--- src/rtl/decode_stage.sv ---
// RV32I decode stage: turns a fetched {pc, instr} pair into register indices,
// a sign-extended immediate, an ALU operation and control flags, and registers
// the result for execute behind a valid/ready handshake with flush support.
module decode_stage #(
    parameter int unsigned XLEN = 32
) (
    input  logic            clk,
    input  logic            reset,
    input  logic            in_valid,
    output logic            in_ready,
    input  logic [XLEN-1:0] in_pc,
    input  logic [XLEN-1:0] in_instr,
    input  logic            flush,
    output logic            out_valid,
    input  logic            out_ready,
    output logic [XLEN-1:0] out_pc,
    output logic [4:0]      out_rd,
    output logic [4:0]      out_rs1,
    output logic [4:0]      out_rs2,
    output logic [XLEN-1:0] out_imm,
    output logic [3:0]      out_alu_op,
    output logic [2:0]      out_funct3,
    output logic [3:0]      out_class,
    output logic            out_reg_write,
    output logic            out_illegal
);

    typedef enum logic [3:0] {
        AluAdd   = 4'd0,
        AluSub   = 4'd1,
        AluSll   = 4'd2,
        AluSlt   = 4'd3,
        AluSltu  = 4'd4,
        AluXor   = 4'd5,
        AluSrl   = 4'd6,
        AluSra   = 4'd7,
        AluOr    = 4'd8,
        AluAnd   = 4'd9,
        AluPassB = 4'd10
    } alu_op_e;

    typedef enum logic [3:0] {
        ClsNone   = 4'd0,
        ClsLui    = 4'd1,
        ClsAuipc  = 4'd2,
        ClsJal    = 4'd3,
        ClsJalr   = 4'd4,
        ClsBranch = 4'd5,
        ClsLoad   = 4'd6,
        ClsStore  = 4'd7,
        ClsOpImm  = 4'd8,
        ClsOp     = 4'd9,
        ClsFence  = 4'd10,
        ClsSystem = 4'd11
    } class_e;

    localparam logic [6:0] OpcLui    = 7'b0110111;
    localparam logic [6:0] OpcAuipc  = 7'b0010111;
    localparam logic [6:0] OpcJal    = 7'b1101111;
    localparam logic [6:0] OpcJalr   = 7'b1100111;
    localparam logic [6:0] OpcBranch = 7'b1100011;
    localparam logic [6:0] OpcLoad   = 7'b0000011;
    localparam logic [6:0] OpcStore  = 7'b0100011;
    localparam logic [6:0] OpcOpImm  = 7'b0010011;
    localparam logic [6:0] OpcOp     = 7'b0110011;
    localparam logic [6:0] OpcFence  = 7'b0001111;
    localparam logic [6:0] OpcSystem = 7'b1110011;

    localparam logic [XLEN-1:0] InstrEcall  = 32'h0000_0073;
    localparam logic [XLEN-1:0] InstrEbreak = 32'h0010_0073;

    localparam logic [6:0] Funct7Zero = 7'b0000000;
    localparam logic [6:0] Funct7Alt  = 7'b0100000;

    // Register/ALU op for OP and OP_IMM; alt selects SUB/SRA for funct3 000/101.
    function automatic alu_op_e alu_from_funct3(input logic [2:0] f3, input logic alt);
        alu_op_e op;
        case (f3)
            3'b000:  op = alt ? AluSub : AluAdd;
            3'b001:  op = AluSll;
            3'b010:  op = AluSlt;
            3'b011:  op = AluSltu;
            3'b100:  op = AluXor;
            3'b101:  op = alt ? AluSra : AluSrl;
            3'b110:  op = AluOr;
            default: op = AluAnd;
        endcase
        return op;
    endfunction

    // Raw instruction fields.
    logic [6:0] opcode;
    logic [2:0] funct3;
    logic [6:0] funct7;
    logic [4:0] rd_field;
    logic [4:0] rs1_field;
    logic [4:0] rs2_field;

    assign opcode    = in_instr[6:0];
    assign funct3    = in_instr[14:12];
    assign funct7    = in_instr[31:25];
    assign rd_field  = in_instr[11:7];
    assign rs1_field = in_instr[19:15];
    assign rs2_field = in_instr[24:20];

    // Immediate formats, all sign-extended from instr[31].
    logic [XLEN-1:0] imm_i;
    logic [XLEN-1:0] imm_s;
    logic [XLEN-1:0] imm_b;
    logic [XLEN-1:0] imm_u;
    logic [XLEN-1:0] imm_j;

    assign imm_i = {{20{in_instr[31]}}, in_instr[31:20]};
    assign imm_s = {{20{in_instr[31]}}, in_instr[31:25], in_instr[11:7]};
    assign imm_b = {{19{in_instr[31]}}, in_instr[31], in_instr[7], in_instr[30:25],
                    in_instr[11:8], 1'b0};
    assign imm_u = {in_instr[31:12], 12'h000};
    assign imm_j = {{11{in_instr[31]}}, in_instr[31], in_instr[19:12], in_instr[20],
                    in_instr[30:21], 1'b0};

    // Decoded (pre-register) values.
    class_e          dec_class;
    alu_op_e         dec_alu;
    logic [XLEN-1:0] dec_imm;
    logic            dec_illegal;
    logic [4:0]      dec_rd;
    logic            dec_reg_write;

    // Combinational decode of the instruction currently offered by fetch.
    always_comb begin
        dec_class     = ClsNone;
        dec_alu       = AluAdd;
        dec_imm       = '0;
        dec_illegal   = 1'b0;
        dec_rd        = rd_field;
        dec_reg_write = 1'b0;

        case (opcode)
            OpcLui: begin
                dec_class = ClsLui;
                dec_alu   = AluPassB;
                dec_imm   = imm_u;
            end
            OpcAuipc: begin
                dec_class = ClsAuipc;
                dec_imm   = imm_u;
            end
            OpcJal: begin
                dec_class = ClsJal;
                dec_imm   = imm_j;
            end
            OpcJalr: begin
                dec_class   = ClsJalr;
                dec_imm     = imm_i;
                dec_illegal = (funct3 != 3'b000);
            end
            OpcBranch: begin
                dec_class   = ClsBranch;
                dec_alu     = AluSub;
                dec_imm     = imm_b;
                dec_illegal = (funct3 == 3'b010) || (funct3 == 3'b011);
            end
            OpcLoad: begin
                dec_class   = ClsLoad;
                dec_imm     = imm_i;
                dec_illegal = (funct3 == 3'b011) || (funct3 == 3'b110) || (funct3 == 3'b111);
            end
            OpcStore: begin
                dec_class   = ClsStore;
                dec_imm     = imm_s;
                dec_illegal = (funct3 > 3'b010);
            end
            OpcOpImm: begin
                dec_class = ClsOpImm;
                dec_imm   = imm_i;
                // ADDI has no subtract form; only the shift-right slot uses funct7.
                dec_alu   = alu_from_funct3(funct3, (funct3 == 3'b101) && funct7[5]);
                if (funct3 == 3'b001) begin
                    dec_illegal = (funct7 != Funct7Zero);
                end else if (funct3 == 3'b101) begin
                    dec_illegal = (funct7 != Funct7Zero) && (funct7 != Funct7Alt);
                end
            end
            OpcOp: begin
                dec_class = ClsOp;
                dec_alu   = alu_from_funct3(funct3, funct7 == Funct7Alt);
                if (funct7 == Funct7Alt) begin
                    dec_illegal = (funct3 != 3'b000) && (funct3 != 3'b101);
                end else begin
                    dec_illegal = (funct7 != Funct7Zero);
                end
            end
            OpcFence: begin
                dec_class = ClsFence;
            end
            OpcSystem: begin
                dec_class   = ClsSystem;
                dec_imm     = imm_i;
                dec_illegal = (in_instr != InstrEcall) && (in_instr != InstrEbreak);
            end
            default: begin
                dec_illegal = 1'b1;
            end
        endcase

        // Compressed/unaligned encodings are never legal here.
        if (in_instr[1:0] != 2'b11) begin
            dec_illegal = 1'b1;
        end

        if (dec_illegal) begin
            dec_class = ClsNone;
            dec_alu   = AluAdd;
            dec_imm   = '0;
            dec_rd    = '0;
        end

        dec_reg_write = (dec_rd != 5'd0) &&
                        (dec_class inside {ClsLui, ClsAuipc, ClsJal, ClsJalr,
                                           ClsLoad, ClsOpImm, ClsOp});
    end

    // Pipeline register state.
    logic            valid_q;
    logic [XLEN-1:0] pc_q;
    logic [4:0]      rd_q;
    logic [4:0]      rs1_q;
    logic [4:0]      rs2_q;
    logic [XLEN-1:0] imm_q;
    logic [3:0]      alu_q;
    logic [2:0]      funct3_q;
    logic [3:0]      class_q;
    logic            reg_write_q;
    logic            illegal_q;

    logic accept;

    assign in_ready = !valid_q || out_ready;
    assign accept   = in_valid && in_ready;

    // Output register: flush beats accept; drain when execute takes the entry.
    always_ff @(posedge clk or posedge reset) begin
        if (reset) begin
            valid_q     <= 1'b0;
            pc_q        <= '0;
            rd_q        <= '0;
            rs1_q       <= '0;
            rs2_q       <= '0;
            imm_q       <= '0;
            alu_q       <= '0;
            funct3_q    <= '0;
            class_q     <= '0;
            reg_write_q <= 1'b0;
            illegal_q   <= 1'b0;
        end else if (flush) begin
            valid_q <= 1'b0;
        end else if (accept) begin
            valid_q     <= 1'b1;
            pc_q        <= in_pc;
            rd_q        <= dec_rd;
            rs1_q       <= rs1_field;
            rs2_q       <= rs2_field;
            imm_q       <= dec_imm;
            alu_q       <= dec_alu;
            funct3_q    <= funct3;
            class_q     <= dec_class;
            reg_write_q <= dec_reg_write;
            illegal_q   <= dec_illegal;
        end else if (out_ready) begin
            valid_q <= 1'b0;
        end
    end

    assign out_valid     = valid_q;
    assign out_pc        = pc_q;
    assign out_rd        = rd_q;
    assign out_rs1       = rs1_q;
    assign out_rs2       = rs2_q;
    assign out_imm       = imm_q;
    assign out_alu_op    = alu_q;
    assign out_funct3    = funct3_q;
    assign out_class     = class_q;
    assign out_reg_write = reg_write_q;
    assign out_illegal   = illegal_q;

endmodule

--- config.mk ---
export PLATFORM = sky130hd
export DESIGN_NAME = decode_stage
export DESIGN_NICKNAME = d
export VERILOG_FILES = /design/src/rtl/decode_stage.sv
export SDC_FILE = /design/constraint.sdc
export NUM_CORES = 1
export LEC_CHECK = 0
export CAP_MARGIN = 20
export CORE_MARGIN = 2
export CORE_UTILIZATION = 35
export DETAILED_ROUTE_END_ITERATION = 10
export PLACE_DENSITY_LB_ADDON = 0.2
export SYNTH_ARGS = -nofsm -noshare
export SYNTH_HDL_FRONTEND = slang
export SYNTH_SLANG_ARGS = --single-unit
--- constraint.sdc ---
create_clock -name clk -period 4.5 [get_ports clk]
set_input_delay 0.9 -clock clk [delete_from_list [all_inputs] [get_ports clk]]
set_output_delay 0.9 -clock clk [all_outputs]
set_load 0.03 [all_outputs]
==> implementation parameters <==
Parameter                              Value

Clock tree
  Hold-fix buffer count after cts ... 0
  Skew-Pair Late Insertion Delay ... 0.35 ns
  Clock tree from TritonCTS ... built
  TritonCTS Buffers ... 9
  Clock-pin transition on the worst setup and hold timing paths ... 0.07 ns
  Number of buffers inserted to repair setup after CTS ... 0
  Clock sink total ... 93
  Clock root buffer master ... clkbuf_16
  CTS-repair resized insts ... 0
  Buffer levels on the longest clock path ... 2
  CTS HTree Levels ... 3

Worst hold path
  Kind of path behind the tightest hold check ... flip-flop to flip-flop
  Worst hold path stage count ... 2

Final layout
  Area added between synthesis and finish ... 47.7%
  Fin cells ... 741
  Fillers ... 1187
  Final layout net count ... 634
  Fraction of final layout cells sized beyond drive strength 1 ... 20.0%
  Antenna Cells ... 0

Critical path
  Worst reg-to-reg path cell count ... 6
  Kind of critical path ... primary input to flip-flop
  Crit path capture type ... flip-flop
  Worst-path maximum fanout ... 29
  Cell class contributing the biggest share of worst-path delay ... simple AND/OR/NAND/NOR gates
  Critical path buffers and inverters ... 2
  WP depth ... 7
  Slowest cell on the critical path ... nor4_1
  Arr. time, crit path ... 3.77 ns
  Worst endpoint required time ... 4.75 ns
  Sort of element at the start of the critical path ... primary input
  Cell breakdown of the critical path ... clkdlybuf4s50_1 -> nor4_1 -> nand3_1 -> a311o_1 -> or4_2 -> buf_4 -> o41ai_2
  Longest individual stage delay on the worst path ... 0.68 ns

Yosys
  Total of warnings raised by yosys ... 0
  Post-synth cell types ... 51
  Syn avg cell area ... 11.0 um^2
  Sequential area share after synthesis ... 51.4%
  Post-Synthesis Net Count ... 480
  Post-synth EDFFs ... 0
  Async set or reset register ratio after synthesis ... 100%
  Number of instances in the synthesized netlist ... 411
  Leading cell type by number of instances after synthesis ... dfrtp_1
  List of most frequent post-synthesis cells ... dfrtp_1, nand2_1, mux2_2
  #FFs+latches synth ... 93
  Most frequently used flop master after synthesis ... dfrtp_1
  Cell type with the largest total area after synthesis ... dfrtp_1
  Summed instance area of the synthesized netlist ... 0.00453 mm^2
  Top-area cell type share of the netlist area ... 51.4%
  Cells taking the most area after synthesis ... dfrtp_1, mux2_2, o31ai_2, nand2_1, a21oi_1

Floorplanning
  Initial Util ... 35.9%
  Floorplan die area ... 0.0139 mm^2
  Placeable core area ... 0.0126 mm^2
  Width of the die ... 118 um
  Die boundary height ... 118 um
  Top-Level Pins ... 163
  Row count ... 41

STA
  Maximum frequency from static timing analysis ... 0.284 GHz
  Skew final ... 0.00830 ns
  Worst hold slack after final layout ... 0.486 ns
  Period Utilization, post-route ... 78.2%
  Crit path setup slack, layout ... 0.980 ns
  # setup viols final ... 0
  Final Hold Violating Endpoints ... 0
  Number of max-slew violations in the final report ... 0
  Rel. slew slack ... 49.8%
  Setup TNS ... 0 ns
  Final Critical Period ... 3.52 ns
  Setup repair after global routing missed its margin ... no
  Pin slew with the least headroom to its limit ... 0.746 ns

Global route
  Wire length of the first global-routing pass ... 21.9 mm
  Initial antenna violation count ... 0
  Largest net degree at the start of global routing ... 87
  Grt ovf ... 0
  Vias in the first global route ... 3888
  GRT Util Overall ... 19.9%

Detailed routing
  Length of the first detailed-routing pass in iterations ... 5
  Final Routed Wirelength ... 13.4 mm
  WL/cell ... 18.0 um
  Residual DRC ... 0
  Number of nets still failing antenna checks after routing ... 0
  DRT iter0 DRCs ... 259
  Total via count after detailed routing ... 3906
  Vias per std cell ... 5.27

Pwr
  Worst IR drop on VDD ... 0.146 mV
  Power density cells ... 351 mW/mm^2
  Static power due to leakage ... 0.00267 uW
  Pwr Total ... 2350 uW

Placed design
  Final GP Congestion ... 0.817
  Number of input and output port buffers inserted ... 162
  Final HPWL DP ... 9.58 mm
  Total placed cells including tap cells ... 725
  Worst slack after detailed placement ... 0.620 ns

Flow run
  Maximum capacitance violations ... 0

Status
  Run status ... completed
final timing paths:
kind                              start  slack [ns]       endpoint
max                        in_instr[27]        0.98  out_reg_write
min                          out_imm[4]        0.49     out_imm[4]
max reg2reg                   out_valid        2.15  out_reg_write
min reg2reg                  out_imm[4]        0.49     out_imm[4]
max in group asynchronous         reset        2.88    out_imm[18]
min in group asynchronous         reset        0.83     out_pc[31]
registers in the layout (all words and copies together), names as in the netlist:
register       cells
out_illegal        1
out_class          4
out_rs2            5
out_alu_op         4
out_valid          1
out_imm           32
out_pc            32
out_funct3         3
out_reg_write      1
out_rs1            5
out_rd             5
placed cells by master, fill, tap and decap left out, types with 2 or more instances in the layout:
cell             instances
a32o_1                   3
dfrtp_1                 93
a311oi_1                 2
o31ai_2                 28
nand4_1                  7
nand3_1                  9
mux2i_1                  2
nor4_1                   5
and2_1                   3
clkbuf_8                 2
nand2_1                 54
and3_1                   2
nor4_2                   2
a22o_1                   3
clkdlybuf4s50_1        162
nor2b_1                  5
mux2_2                  46
o31ai_1                  4
clkbuf_16                9
nor3_1                   2
o211ai_1                 2
nor2_1                   8
inv_1                    6
a21oi_1                 33
o21ai_0                  5
or4_1                    3
o21ai_1                 12
nor3b_1                  3
buf_4                   14
a22oi_1                  6
bufinv_16                2
nand2b_1                 5
a31o_2                   2
area by class of cell:
class                   count  area [um^2]  area share, %
flip-flops and latches     93         2330           34.8
multi-input cells         276         2020           30.2
repair buffers            178         1770           26.5
clock buffers              12          256           3.83
well taps                 172          215           3.22
clock inverters             3         68.8           1.03
inverters                   7         28.8          0.430
where the power goes:
group          total, uW  switching, uW  internal (uW)  leakage, uW
clock network        833            318            515     0.000159
registers            945           34.7            910      0.00119
logic                567            305            262      0.00132
tightest hold or removal path, stage by stage (launching register included):
cell	delay, ns
dfrtp_1	0.34
nand2_1	0.06
o31ai_2	0.05
layer usage:
metal | GRT usage, % | up-vias | wire (um)
met5 | 0 | - | 0
li1 | - | 1820 | -
met4 | 6.48 | 0 | 204
met1 | 27.2 | 1922 | 6050
met3 | 4.70 | 13 | 884
met2 | 31.0 | 151 | 6220
cells by family after synthesis:
logic type / synth area share [%]
compound gates: 19.9
buf+inv: 4.25
flops: 51.4
mux: 11.9
simple gates: 12.6
per-stage QoR:
step                utilization, %  instance area, um^2
CTS                           52.8                 6660
detailed placement            50.2                 6340
global route                  53.0                 6690
global placement              50.2                 6340
finish                        53.0                 6690
floorplan                        -                 4530
Power figures use the tool's default switching activity.
